==> src/rtl/param_cascade_counter_if.sv <==
// Control and status bundle for param_cascade_counter.
// The master drives the controls and the slave (the counter) drives the status outputs.
interface param_cascade_counter_if #(
  parameter int unsigned DIGITS  = 2,
  parameter int unsigned DIGIT_W = 4
);
  logic                        enable;
  logic                        up_dn;
  logic                        load;
  logic [DIGITS*DIGIT_W-1:0]   load_val;
  logic                        oneshot;
  logic [DIGITS*DIGIT_W-1:0]   count;
  logic [DIGITS-1:0]           rco;
  logic                        tc;
  logic                        wrap;
  logic                        done;

  modport master (
    output enable, up_dn, load, load_val, oneshot,
    input  count, rco, tc, wrap, done
  );

  modport slave (
    input  enable, up_dn, load, load_val, oneshot,
    output count, rco, tc, wrap, done
  );
endinterface

==> src/rtl/param_cascade_counter.sv <==
// Cascaded modulo-MODULUS digit counter with exposed per-stage carries.
// Supports up/down counting, parallel load with clamp, one-shot stop, and a wrap pulse.
module param_cascade_counter #(
  parameter int unsigned DIGITS  = 2,
  parameter int unsigned DIGIT_W = 4,
  parameter int unsigned MODULUS = 16
) (
  input  logic                  clk,
  input  logic                  reset,
  param_cascade_counter_if.slave bus
);

  localparam int unsigned        CNT_W = DIGITS * DIGIT_W;
  localparam logic [DIGIT_W-1:0] TOP_V = DIGIT_W'(MODULUS - 1);

  logic [DIGIT_W-1:0] digit_q [DIGITS];
  logic [DIGIT_W-1:0] digit_d [DIGITS];
  logic [DIGITS-1:0]  rco_c;
  logic [DIGITS-1:0]  adv_c;
  logic               carry_c;
  logic               term_c;
  logic               tc_c;
  logic               halt_c;
  logic [DIGIT_W-1:0] fld_c;
  logic [CNT_W-1:0]   count_c;
  logic               wrap_q, wrap_d;
  logic               done_q, done_d;

  function automatic logic [DIGIT_W-1:0] step_digit(input logic [DIGIT_W-1:0] d,
                                                    input logic               up);
    if (up) return (d == TOP_V) ? '0 : d + DIGIT_W'(1);
    return (d == '0) ? TOP_V : d - DIGIT_W'(1);
  endfunction

  // Ripple chain: carry into stage i is enable AND every lower stage at terminal.
  // Reset gates the chain so rco/tc read 0 while the counter is held in reset.
  always_comb begin
    rco_c   = '0;
    adv_c   = '0;
    term_c  = 1'b0;
    carry_c = bus.enable & reset;
    for (int i = 0; i < DIGITS; i++) begin
      term_c   = bus.up_dn ? (digit_q[i] == TOP_V) : (digit_q[i] == '0);
      adv_c[i] = carry_c;
      carry_c  = carry_c & term_c;
      rco_c[i] = carry_c;
    end
  end

  assign tc_c   = rco_c[DIGITS-1];
  assign halt_c = bus.oneshot & tc_c;

  // Next state: load beats counting; a held one-shot freezes every stage.
  always_comb begin
    for (int i = 0; i < DIGITS; i++) digit_d[i] = digit_q[i];
    fld_c  = '0;
    wrap_d = 1'b0;
    done_d = done_q;
    if (bus.load) begin
      for (int i = 0; i < DIGITS; i++) begin
        fld_c      = bus.load_val[i*DIGIT_W +: DIGIT_W];
        digit_d[i] = (32'(fld_c) >= MODULUS) ? TOP_V : fld_c;
      end
      done_d = 1'b0;
    end else begin
      for (int i = 0; i < DIGITS; i++) begin
        if (adv_c[i] && !halt_c) digit_d[i] = step_digit(digit_q[i], bus.up_dn);
      end
      wrap_d = tc_c & ~bus.oneshot;
      if (halt_c) done_d = 1'b1;
    end
  end

  always_ff @(posedge clk or negedge reset) begin
    if (!reset) begin
      for (int i = 0; i < DIGITS; i++) digit_q[i] <= '0;
      wrap_q <= 1'b0;
      done_q <= 1'b0;
    end else begin
      for (int i = 0; i < DIGITS; i++) digit_q[i] <= digit_d[i];
      wrap_q <= wrap_d;
      done_q <= done_d;
    end
  end

  always_comb begin
    count_c = '0;
    for (int i = 0; i < DIGITS; i++) count_c[i*DIGIT_W +: DIGIT_W] = digit_q[i];
  end

  assign bus.count = count_c;
  assign bus.rco   = rco_c;
  assign bus.tc    = tc_c;
  assign bus.wrap  = wrap_q;
  assign bus.done  = done_q;

endmodule
==> src/flat_wrapper.sv <==
// flat-port wrapper written by rule: the top's interface ports become plain ports
module param_cascade_counter_flat 
#(
  parameter int unsigned DIGITS  = 2,
  parameter int unsigned DIGIT_W = 4,
  parameter int unsigned MODULUS = 16
)
  (clk, reset, bus_enable, bus_up_dn, bus_load, bus_load_val, bus_oneshot, bus_count, bus_rco, bus_tc, bus_wrap, bus_done);
  param_cascade_counter_if #(.DIGITS(DIGITS), .DIGIT_W(DIGIT_W)) bus_i ();
  input  logic clk;
  input  logic reset;
  input wire logic [$bits(bus_i.enable)-1:0] bus_enable;
  input wire logic [$bits(bus_i.up_dn)-1:0] bus_up_dn;
  input wire logic [$bits(bus_i.load)-1:0] bus_load;
  input wire logic [$bits(bus_i.load_val)-1:0] bus_load_val;
  input wire logic [$bits(bus_i.oneshot)-1:0] bus_oneshot;
  output wire logic [$bits(bus_i.count)-1:0] bus_count;
  output wire logic [$bits(bus_i.rco)-1:0] bus_rco;
  output wire logic [$bits(bus_i.tc)-1:0] bus_tc;
  output wire logic [$bits(bus_i.wrap)-1:0] bus_wrap;
  output wire logic [$bits(bus_i.done)-1:0] bus_done;
  assign bus_i.enable = bus_enable;
  assign bus_i.up_dn = bus_up_dn;
  assign bus_i.load = bus_load;
  assign bus_i.load_val = bus_load_val;
  assign bus_i.oneshot = bus_oneshot;
  assign bus_count = bus_i.count;
  assign bus_rco = bus_i.rco;
  assign bus_tc = bus_i.tc;
  assign bus_wrap = bus_i.wrap;
  assign bus_done = bus_i.done;
  param_cascade_counter #(.DIGITS(DIGITS), .DIGIT_W(DIGIT_W), .MODULUS(MODULUS)) u_core (.clk(clk), .reset(reset), .bus(bus_i));
endmodule
==> config.mk <==
export PLATFORM = sky130hd
export DESIGN_NAME = param_cascade_counter_flat
export DESIGN_NICKNAME = d
export VERILOG_FILES = /design/src/rtl/param_cascade_counter_if.sv /design/src/rtl/param_cascade_counter.sv /design/src/flat_wrapper.sv
export SDC_FILE = /design/constraint.sdc
export NUM_CORES = 1
export LEC_CHECK = 0
export CAP_MARGIN = 15
export CORE_MARGIN = 2
export CORE_UTILIZATION = 52
export CTS_BUF_LIST = sky130_fd_sc_hd__clkbuf_4
export CTS_CLUSTER_DIAMETER = 40
export DETAILED_ROUTE_END_ITERATION = 8
export PLACE_DENSITY = 0.87
export SYNTH_ARGS = -nofsm -noshare
export SYNTH_HDL_FRONTEND = slang
export SYNTH_SLANG_ARGS = --single-unit
==> constraint.sdc <==
create_clock -name clk -period 4 [get_ports clk]
set_input_delay 0.6 -clock clk [delete_from_list [all_inputs] [get_ports clk]]
set_output_delay 0.6 -clock clk [all_outputs]
set_load 0.02 [all_outputs]
Word-level counts from Yosys, hierarchy flattened:

Index checks and enable logic that the tools add are counted.

* register bits: 10

* add/subtract/negate cells: 4
* mux-type cells: 21
* equality and inequality tests: 2
* reduce and logical (&&, ||, !) cells: 8
* bitwise gates (word level): 6

Operators with widths (number)
* $mux 4: 10
* $mux 1: 10
* $add 4x1->4 const B: 2
* $eq 4x4->1 const B: 2
* $logic_not 4->1: 2
* $mux 8: 1
* $sub 4x1->4 const B: 2
* $reduce_bool 2->1: 3
* $and 1x1->1: 5
* $logic_and 1x1->1: 2
* $logic_not 1->1: 1
* $not 1->1: 1

Depth between registers and ports, before layout:

* depth after elaboration: 12
* mapped depth: 6
* mapped depth without buffers: 6

Least setup slack after synthesis:

No wires, ideal clock.

* path type: register to output
* start point: register u_core.digit_q, in the netlist u_core.bus.count[4]
* end point: output bus_rco[1]
* path buffers: 1
* setup slack: 1.065 ns
* arrival: 2.335 ns
* stages on the path, launching flop included: 6
* cells stage by stage: dfrtp_1 > inv_1 > ha_1 > or4b_4 > a221oi_1 > buf_4

* cells in the longest elaborated chain, start to end: 3
* elaborated cells on any way between the ends: 4
* those cells by class: 1 x eq/ne; 1 x mux; 1 x bitwise; 1 x reduce/logical

Ends and longest elaborated chain
* start: declaration: line param_cascade_counter.sv:16 `logic [DIGIT_W-1:0] digit_q [DIGITS];`
* $eq 4x4->1 or $logic_not 4->1 (tied branches): line param_cascade_counter.sv:43 `term_c = bus.up_dn ? (digit_q[i] == TOP_V) : (digit_q[i] == '0);`
* $mux 1 *: line param_cascade_counter.sv:43
* $and 1x1->1 *: line param_cascade_counter.sv:45 `carry_c = carry_c & term_c;`
* end: declaration: line flat_wrapper.sv:18 `output wire logic [$bits(bus_i.rco)-1:0] bus_rco;`

Every way passes the cells marked *; elsewhere a longest branch is shown, timed or not.

Worst setup path after layout:

* start point: input bus_up_dn
* end point: output bus_tc

* cells in the longest elaborated chain, start to end: 3
* elaborated cells on any way between the ends: 4
* those cells by class: 2 x mux; 2 x bitwise

Ends and longest elaborated chain
* start: declaration: line flat_wrapper.sv:13 `input wire logic [$bits(bus_i.up_dn)-1:0] bus_up_dn;`
* $mux 1: line param_cascade_counter.sv:43
* $and 1x1->1: line param_cascade_counter.sv:45
* $and 1x1->1 *: line param_cascade_counter.sv:45
* end: declaration: line flat_wrapper.sv:19 `output wire logic [$bits(bus_i.tc)-1:0] bus_tc;`

Marked as above.

==> qor.yml <==
core_mm2: 0.00169
clk_pin_slew_worst_paths_ns: 0.06
final_util_pct: 70.4
final_cell_mix: "clkdlybuf4s50_1 (26), inv_1 (10), dfrtp_1 (10)"
setup-violations-final: 0
status: "completed"
cts_setup_buffers: 0
vias_per_cell: 6.41
globalplace.congestion: 0.850
cp.required_ns: 3.40
cts_inserted_buffers: 3
grt_pass1_vias: 834
grt_overflow_total: 0
rsz0062_at_grt: "no"
hold_viol: 0
synth_area_leaders: "dfrtp_1 (28%), ha_1 (5.5%), inv_1 (4.1%)"
ctsResizeCount: 0
num_vias: 929
grt_max_degree: 20
period_share_pct: 88.9
grt_pass1_wl_mm: 3.51
syn-instance-count: 103
critPathLaunchType: "primary input"
yosysWarnings: 0
worstPathMaxFanout: 9
nets: 148
wl_per_cell_um: 15.7
crit_family: "buffers and inverters"
multi_input_area_um2: 583
max-slew-margin-rel_pct: 51.6
cts_max_level: 1
fillCellCount: 133
hpwl_mm: 1.65
crit_path_end_kind: "output port"
syn_area_per_cell_um2: 8.79
antenna_found_initial: 0
die_height_um: 45.7
die_area_mm2: 0.00209
num_rows: 15
initial_utilization_pct: 53.6
antenna_left: 0
regArea_um2: 250
dp_slack_ns: 0.436
clock_latency_ns: 0.27
drv.max_cap_violation_count: 0
tightest_slew_ns: 0.724
clock_sinks: 10
synthFlopType: "dfrtp_1"
final_common_cell: "clkdlybuf4s50_1"
crit_slowest_cell: "clkdlybuf4s50_1"
drive_gt1_share_pct: 10.9
drc: 0
setup_ws_ns: 0.445
port_buffers: 26
totalWireLength_mm: 2.28
fmax_mhz: 281
yosys.area.top_type: "dfrtp_1"
clock_skew_ns: 0.00563
min_path_type: "reg -> reg"
arrival_ns: 2.96
hold_buffers: 0
path_class: "in -> out"
antenna_cells: 0
cts_tree: "done"
die_w_um: 45.7
ys_types: 45
cts-root-buf: "clkbuf_4"
seq_area_frac_synth_pct: 27.6
synth_top_area_share_pct: 27.6
peakVddDrop_mv: 0.187
slew_viol_final: 0
grt.total_usage_pct: 23.5
drt-initial-drc-count: 29
syn-num-nets: 121
area_growth_pct: 31.4
synth-edff-count: 0
clk_path_buf_depth: 2
worstPathCellList: "clkdlybuf4s50_1, or4b_4, a221oi_1, clkdlybuf4s50_1"
ys_ff_latch: 10
cp_num_buf_inv: 2
cp_common_cell: "clkdlybuf4s50_1"
first_pass_iters: 4
netlist_area_um2: 906
io_pins: 27
async_flop_share_pct: 100
final.setup.tns_ns: 0
powerDensity_mw_per_mm2: 332
p_leak_uw: 0.000514
max_stage_delay_ns: 0.69
period_needed_ns: 3.56
## final timing paths
| check | startpoint | end | cells after the start | slack (ns) |
|---|---|---|---|---|
| worst min-delay path | u_core.bus.done$_DFFE_PN0P_ | u_core.bus.done$_DFFE_PN0P_ | 2 | 0.51 |
| worst max-delay path | bus_up_dn | bus_tc | 4 | 0.44 |
| max in group asynchronous | reset | u_core.bus.count[4]$_DFFE_PN0P_ | 2 | 3.20 |
| worst max register to register | u_core.bus.count[4]$_DFFE_PN0P_ | u_core.bus.count[4]$_DFFE_PN0P_ | 6 | 1.73 |
| worst min register to register | u_core.bus.done$_DFFE_PN0P_ | u_core.bus.done$_DFFE_PN0P_ | 2 | 0.51 |
| min in group asynchronous | reset | u_core.bus.count[2]$_DFFE_PN0P_ | 2 | 0.65 |
## where the power goes
group / total, uW / switching, uW / internal [uW]
sequential: 144 / 29.0 / 115
clock: 71.6 / 36.7 / 34.8
combinational: 180 / 89.6 / 90.2
total: 395 / 155 / 240
## layout make-up
type	count	share of cell area, %
repair buffers	28	23.1
clock buffers	3	1.89
flip-flops and latches	10	21.0
inverters	10	3.15
well taps	17	1.79
multi-input cells	77	49.0
## worst min-delay path: stages, from the launching register on
cell	delay (ns)
dfrtp_1	0.35
a21oi_1	0.04
nor2_1	0.07
## synthesized netlist by cell type, types with 2 or more instances
master	number
and3_1	2
o221ai_1	2
nand3_1	2
dfrtp_1	10
ha_1	4
o21ai_0	6
or4b_4	2
mux2i_1	2
a31oi_1	3
a311o_1	2
nand4_1	3
a221oi_1	2
nand2_1	9
inv_1	10
a21oi_1	4
clkbuf_1	3
nor2b_1	3
nor2_1	7
## stage by stage
step / total power, uW / hold slack (ns) / cell area [um^2] / cells
4_1_cts: 395 / 0.518 / 1190 / 145
2_1_floorplan: 256 / 0.304 / 906 / 103
3_5_place_dp: 322 / 0.502 / 1170 / 142
3_3_place_gp: 315 / 0.501 / 1170 / 142
5_1_grt: 419 / 0.538 / 1190 / 145
6_report: 395 / 0.506 / 1190 / 145
## per-layer routing
metal / wire, um / vias to the layer above / GRT usage, %
met2: 1090 / 43 / 36.9
met5: 0 / - / 0
met1: 954 / 447 / 29.5
met3: 180 / 4 / 2.78
li1: - / 435 / -
met4: 53 / 0 / 16.6
## kinds of logic (layout without fill, tap and decap cells)
group,count (synthesis),count (layout),synth area share [%]
buffers and inverters,16,41,8.01
flip-flops,10,10,27.6
AND/OR/NAND/NOR,34,34,22.1
AO/OA/AOI/OAI,32,32,28.5
XOR/XNOR,2,2,1.93
multiplexers,5,5,6.35
adder cells (fa/ha/maj),4,4,5.53
## sequential cells by signal, indices dropped and copies added, names as in the netlist
signal,cells
u_core.bus.wrap,1
u_core.bus.done,1
u_core.bus.count,8
(Power assumes the default switching activity.)
==> patch 1 (same settings) <==
`DIGIT_W` is set to 4 in 3 places; all go to 3.
--- a/src/rtl/param_cascade_counter_if.sv
+++ b/src/rtl/param_cascade_counter_if.sv
@@ -3,5 +3,5 @@
 interface param_cascade_counter_if #(
   parameter int unsigned DIGITS  = 2,
-  parameter int unsigned DIGIT_W = 4
+  parameter int unsigned DIGIT_W = 3
 );
   logic                        enable;
--- a/src/rtl/param_cascade_counter.sv
+++ b/src/rtl/param_cascade_counter.sv
@@ -3,5 +3,5 @@
 module param_cascade_counter #(
   parameter int unsigned DIGITS  = 2,
-  parameter int unsigned DIGIT_W = 4,
+  parameter int unsigned DIGIT_W = 3,
   parameter int unsigned MODULUS = 16
 ) (
--- a/src/flat_wrapper.sv
+++ b/src/flat_wrapper.sv
@@ -3,5 +3,5 @@
 #(
   parameter int unsigned DIGITS  = 2,
-  parameter int unsigned DIGIT_W = 4,
+  parameter int unsigned DIGIT_W = 3,
   parameter int unsigned MODULUS = 16
 )
Ports: changed (resized bus_count and bus_load_val); port bits go from 27 to 23. The function was not compared with the original's and may differ.
==> patch 1 against the unedited design <==
Global-route usage rose by 1.1 points. Sequential cell count fell by 2. Cell area fell by 22%. Routed wire length fell by 24%. Synthesized area fell by 25%. Combinational power fell by 43%. Clock power fell by 5.7%. Worst setup slack improved by 140 ps. Power fell by 31%. Synthesized cell count fell by 24%. Sequential power fell by 31%. Largest cell class unchanged. Largest power group unchanged.
==> patch 1: results (changes against the unedited design) <==
Parameter                              Value

Status
  Result of the run ... complete, no violations

Synth
  Synthesized netlist cell count ... 78 (-24%)
  Most area-consuming cells after synthesis ... sky130_fd_sc_hd__dfrtp_1 (29%), sky130_fd_sc_hd__ha_1 (15%), sky130_fd_sc_hd__a211o_1 (5.2%), sky130_fd_sc_hd__nand2_1 (5.0%), sky130_fd_sc_hd__o21ai_0 (4.4%)
  Warning count from the yosys run ... 0 (unchanged)
  Proportion of synthesized chip area in sequential cells ... 29.5% (+1.8 points)

Worst setup path
  Peak fanout along the critical path ... 12 (+3)
  Signal arrival time at the worst endpoint ... 2810 ps (-150 ps)

Place
  Post-Place Setup Slack ... 622 ps (+186 ps)
  Detailed-placement wirelength estimate ... 1270 um (-23%)
  Placed standard-cell area ... 906 sq um (-22%)
  Number of input and output port buffers inserted ... 22 (-15%)
  Routability Congestion ... 0.770 (-9.5%)
  # placed instances ... 112 (-21%)

Layout
  Final non-filler cell total ... 115 (-21%)
  Share of cells above drive strength 1 ... 8.00% (-2.9 points)
  Number of flip-flops in the largest register ... 6 (-2)
  Count of filler cells inserted in the layout ... 95 (-29%)

Global route
  Via count of the first global-routing pass ... 556 (-33%)
  Met3 layer usage reported by global route ... 5.56% (+2.8 points)
  First-pass GRT wire length ... 2500 um (-29%)
  Met1 usage ... 31.5% (+2.0 points)
  Overall track demand over capacity in global routing ... 24.6% (+1.1 points)
  Met2 GRT Util ... 37.1% (+0.20 points)

Detailed routing
  DR WL met2 ... 847 um (-22%)
  Post-route met1 wirelength ... 741 um (-22%)
  Routed length per placed instance ... 15.0 um (-4.5%)
  First-iteration detailed-routing DRC count ... 17 (-41%)
  Wire length on met3 ... 98 um (-46%)

STA
  Post-Route Skew ... 1.32 ps (-4.30 ps)
  Slew @ Worst Pin ... 655 ps (-69.2 ps)

Power
  Worst-case vdd ir drop ... 0.198 mV (+6.2%)
  Leak pwr ... 0.401 nW (-22%)
[patch 1: power breakdown]
| group | switching (mW) | internal (mW) | total (mW) |
|---|---|---|---|
| clock network | 0.0328 | 0.0347 | 0.0675 |
| registers | 0.0116 | 0.0888 | 0.100 |
| logic | 0.0529 | 0.0504 | 0.103 |
[patch 1: cell type report]
| class | instances | area [sq um] | area share [%] |
|---|---|---|---|
| timing repair buffer | 23 | 228 | 24.5 |
| tap | 15 | 18.8 | 2.02 |
| clock buffer | 3 | 22.5 | 2.43 |
| sequential | 8 | 200 | 21.6 |
| multi-input combinational | 59 | 433 | 46.6 |
| inverter | 7 | 26.3 | 2.83 |
[patch 1: final timing paths]
kind,slack [ps],from,endpoint
worst max-delay path,590,bus_up_dn,bus_tc
worst min register to register,520,u_core.bus.done$_DFFE_PN0P_,u_core.bus.done$_DFFE_PN0P_
max in group asynchronous,3230,reset,u_core.bus.count[0]$_DFFE_PN0P_
worst max register to register,1780,u_core.bus.count[0]$_DFFE_PN0P_,u_core.bus.count[2]$_DFFE_PN0P_
worst min-delay path,520,u_core.bus.done$_DFFE_PN0P_,u_core.bus.done$_DFFE_PN0P_
min in group asynchronous,630,reset,u_core.bus.count[4]$_DFFE_PN0P_
[patch 1: cells by family after synthesis]
kind of cell | share of synthesized area (%)
xor gates and xnor gates | 2.58
buffers and inverters | 6.81
and+or+nand+nor | 17.5
AOI/OAI and AO/OA | 27.3
adders and majority gates | 14.7
muxes | 1.66
DFF | 29.5
[patch 1: worst max-delay path, delay by kind of cell]
kind,cells,cell delay [ps]
AOI/OAI and AO/OA,1,360
buffers and inverters,2,1310
and+or+nand+nor,1,540
==> patch 2 (same flow settings) <==
Made on the original files. Make the reset (`reset`) synchronous in one clocked block.
--- a/src/rtl/param_cascade_counter.sv
+++ b/src/rtl/param_cascade_counter.sv
@@ -72,5 +72,5 @@
   end
 
-  always_ff @(posedge clk or negedge reset) begin
+  always_ff @(posedge clk) begin
     if (!reset) begin
       for (int i = 0; i < DIGITS; i++) digit_q[i] <= '0;
Formal check against the unedited RTL: differs if reset is asserted again (counterexample within 4 cycles, from zero or initial values and one cycle with reset low); with reset held inactive, the same outputs for 10 cycles.
==> patch 2 against the unedited design <==
Clock skew increased by 5.0 ps. Cell count decreased by 2.8%. Cell area decreased by 10%. Routed wire length decreased by 15%. Sequential cell count unchanged. Critical path depth increased by 1. Worst setup slack improved by 270 ps. Synthesized area decreased by 13%. Utilization increased by 2.3 points. Critical endpoint unchanged. Largest cell class unchanged.
Power is not compared: it rests on default switching activity, and its combinational part moved more than twofold at a synthesized area within 25%.
==> patch 2: results (changes against the unedited design) <==
Parameter                              Value

Status
  Result of the run ... complete, no violations

Layout
  Share of cells above drive strength 1 ... 8.80% (-2.1 points)
  Count of filler cells inserted in the layout ... 120 (-9.8%)

Synth
  Top cells by count, synth ... sky130_fd_sc_hd__o21ai_0 (14), sky130_fd_sc_hd__dfxtp_1 (10), sky130_fd_sc_hd__a21oi_1 (8), sky130_fd_sc_hd__inv_1 (6), sky130_fd_sc_hd__nand2_1 (6)
  Synthesized area divided by synthesized cell count ... 7.90 sq um (-10%)
  Primary flip-flop cell chosen by synthesis mapping ... sky130_fd_sc_hd__dfxtp_1
  Proportion of synthesized chip area in sequential cells ... 25.4% (-2.3 points)
  Netlist cell types ... 35 (-22%)
  Nets in the synthesized netlist ... 118 (-2.5%)

Place
  Routability Congestion ... 0.813 (-4.4%)
  Detailed-placement wirelength estimate ... 1430 um (-14%)

Worst setup path
  Crit path largest cell delay ... 640 ps (-50 ps)
  Signal arrival time at the worst endpoint ... 2680 ps (-280 ps)

Detailed routing
  First-iteration detailed-routing DRC count ... 24 (-17%)
  Detailed-routing iteration count for the pre-antenna-repair pass ... 5 (+1)
  Routed vias ... 863 (-7.1%)
  Routed length per placed instance ... 13.7 um (-13%)
  DRT Wirelength ... 1940 um (-15%)

Clock network
  Root Buffer ... sky130_fd_sc_hd__clkbuf_4
  Insertion delay to the later sink of the worst-skew pair ... 290 ps (+20 ps)

STA
  Post-Route Skew ... 10.6 ps (+4.96 ps)
  Relative slew slack ... 74.4% (+23 points)

Global route
  Via count of the first global-routing pass ... 729 (-13%)
  Met3 layer usage reported by global route ... 7.23% (+4.5 points)
  Met1 usage ... 26.4% (-3.1 points)
  Overall track demand over capacity in global routing ... 23.0% (-0.46 points)
  Largest net degree at the start of global routing ... 17 (-15%)
  First-pass GRT wire length ... 3180 um (-9.5%)
  Met2 GRT Util ... 38.2% (+1.3 points)

Hold path
  Worst Hold Class ... register to register
patch 2: per-layer routing:
layer	wire, um	up-vias
li1	-	417
met1	864	415
met2	944	28
met3	98	3
met4	30	0
met5	0	-
patch 2: path summary, 6_finish.rpt:
check	from	endpoint	slack, ps	cells after the start
max reg2reg	u_core.digit_q[0][4]$_SDFFE_PN0P_	u_core.digit_q[0][1]$_SDFFE_PN0P_	1910	7
max	bus_up_dn	bus_tc	720	5
min	u_core.bus.done$_SDFFE_PP0P_	u_core.bus.done$_SDFFE_PP0P_	500	2
min reg2reg	u_core.bus.done$_SDFFE_PP0P_	u_core.bus.done$_SDFFE_PP0P_	500	2
patch 2: area by class of cell:
type                    count  area [sq um]  area share [%]
multi-input cells          78           533            49.8
well taps                  16          20.0            1.87
clock buffers               3          22.5            2.11
inverters                   6          22.5            2.11
repair buffers             27           268            25.0
clock inverters             1          3.75           0.351
flip-flops and latches     10           200            18.7
patch 2: kinds of logic (layout without fill, tap and decap cells):
kind of cell	Yosys count	count (layout)	share of synthesized area, %
AND/OR/NAND/NOR	27	27	19.5
multiplexers	4	4	5.23
adder cells (fa/ha/maj)	4	4	6.34
XOR/XNOR	4	4	4.44
buffers and inverters	12	37	7.13
flip-flops	10	10	25.4
AO/OA/AOI/OAI	39	39	32.0
patch 2: worst min-delay path: stages (launching register included):
cell	delay [ps]
sky130_fd_sc_hd__dfxtp_1	330
sky130_fd_sc_hd__a21oi_1	40
sky130_fd_sc_hd__nor2_1	90
patch 2: stage by stage:
step	instance area (sq um)	worst slack (ps)
after floorplan	790	1350
final	1070	716
after global routing	1070	616
after global placement	1040	746
after CTS	1070	706
after detailed placement	1040	712
patch 2: power breakdown:
| group | switching, mW | total [mW] | internal (mW) |
|---|---|---|---|
| sequential | 0.0144 | 0.120 | 0.106 |
| combinational | 0.0416 | 0.0878 | 0.0463 |
| clock | 0.0441 | 0.0804 | 0.0363 |
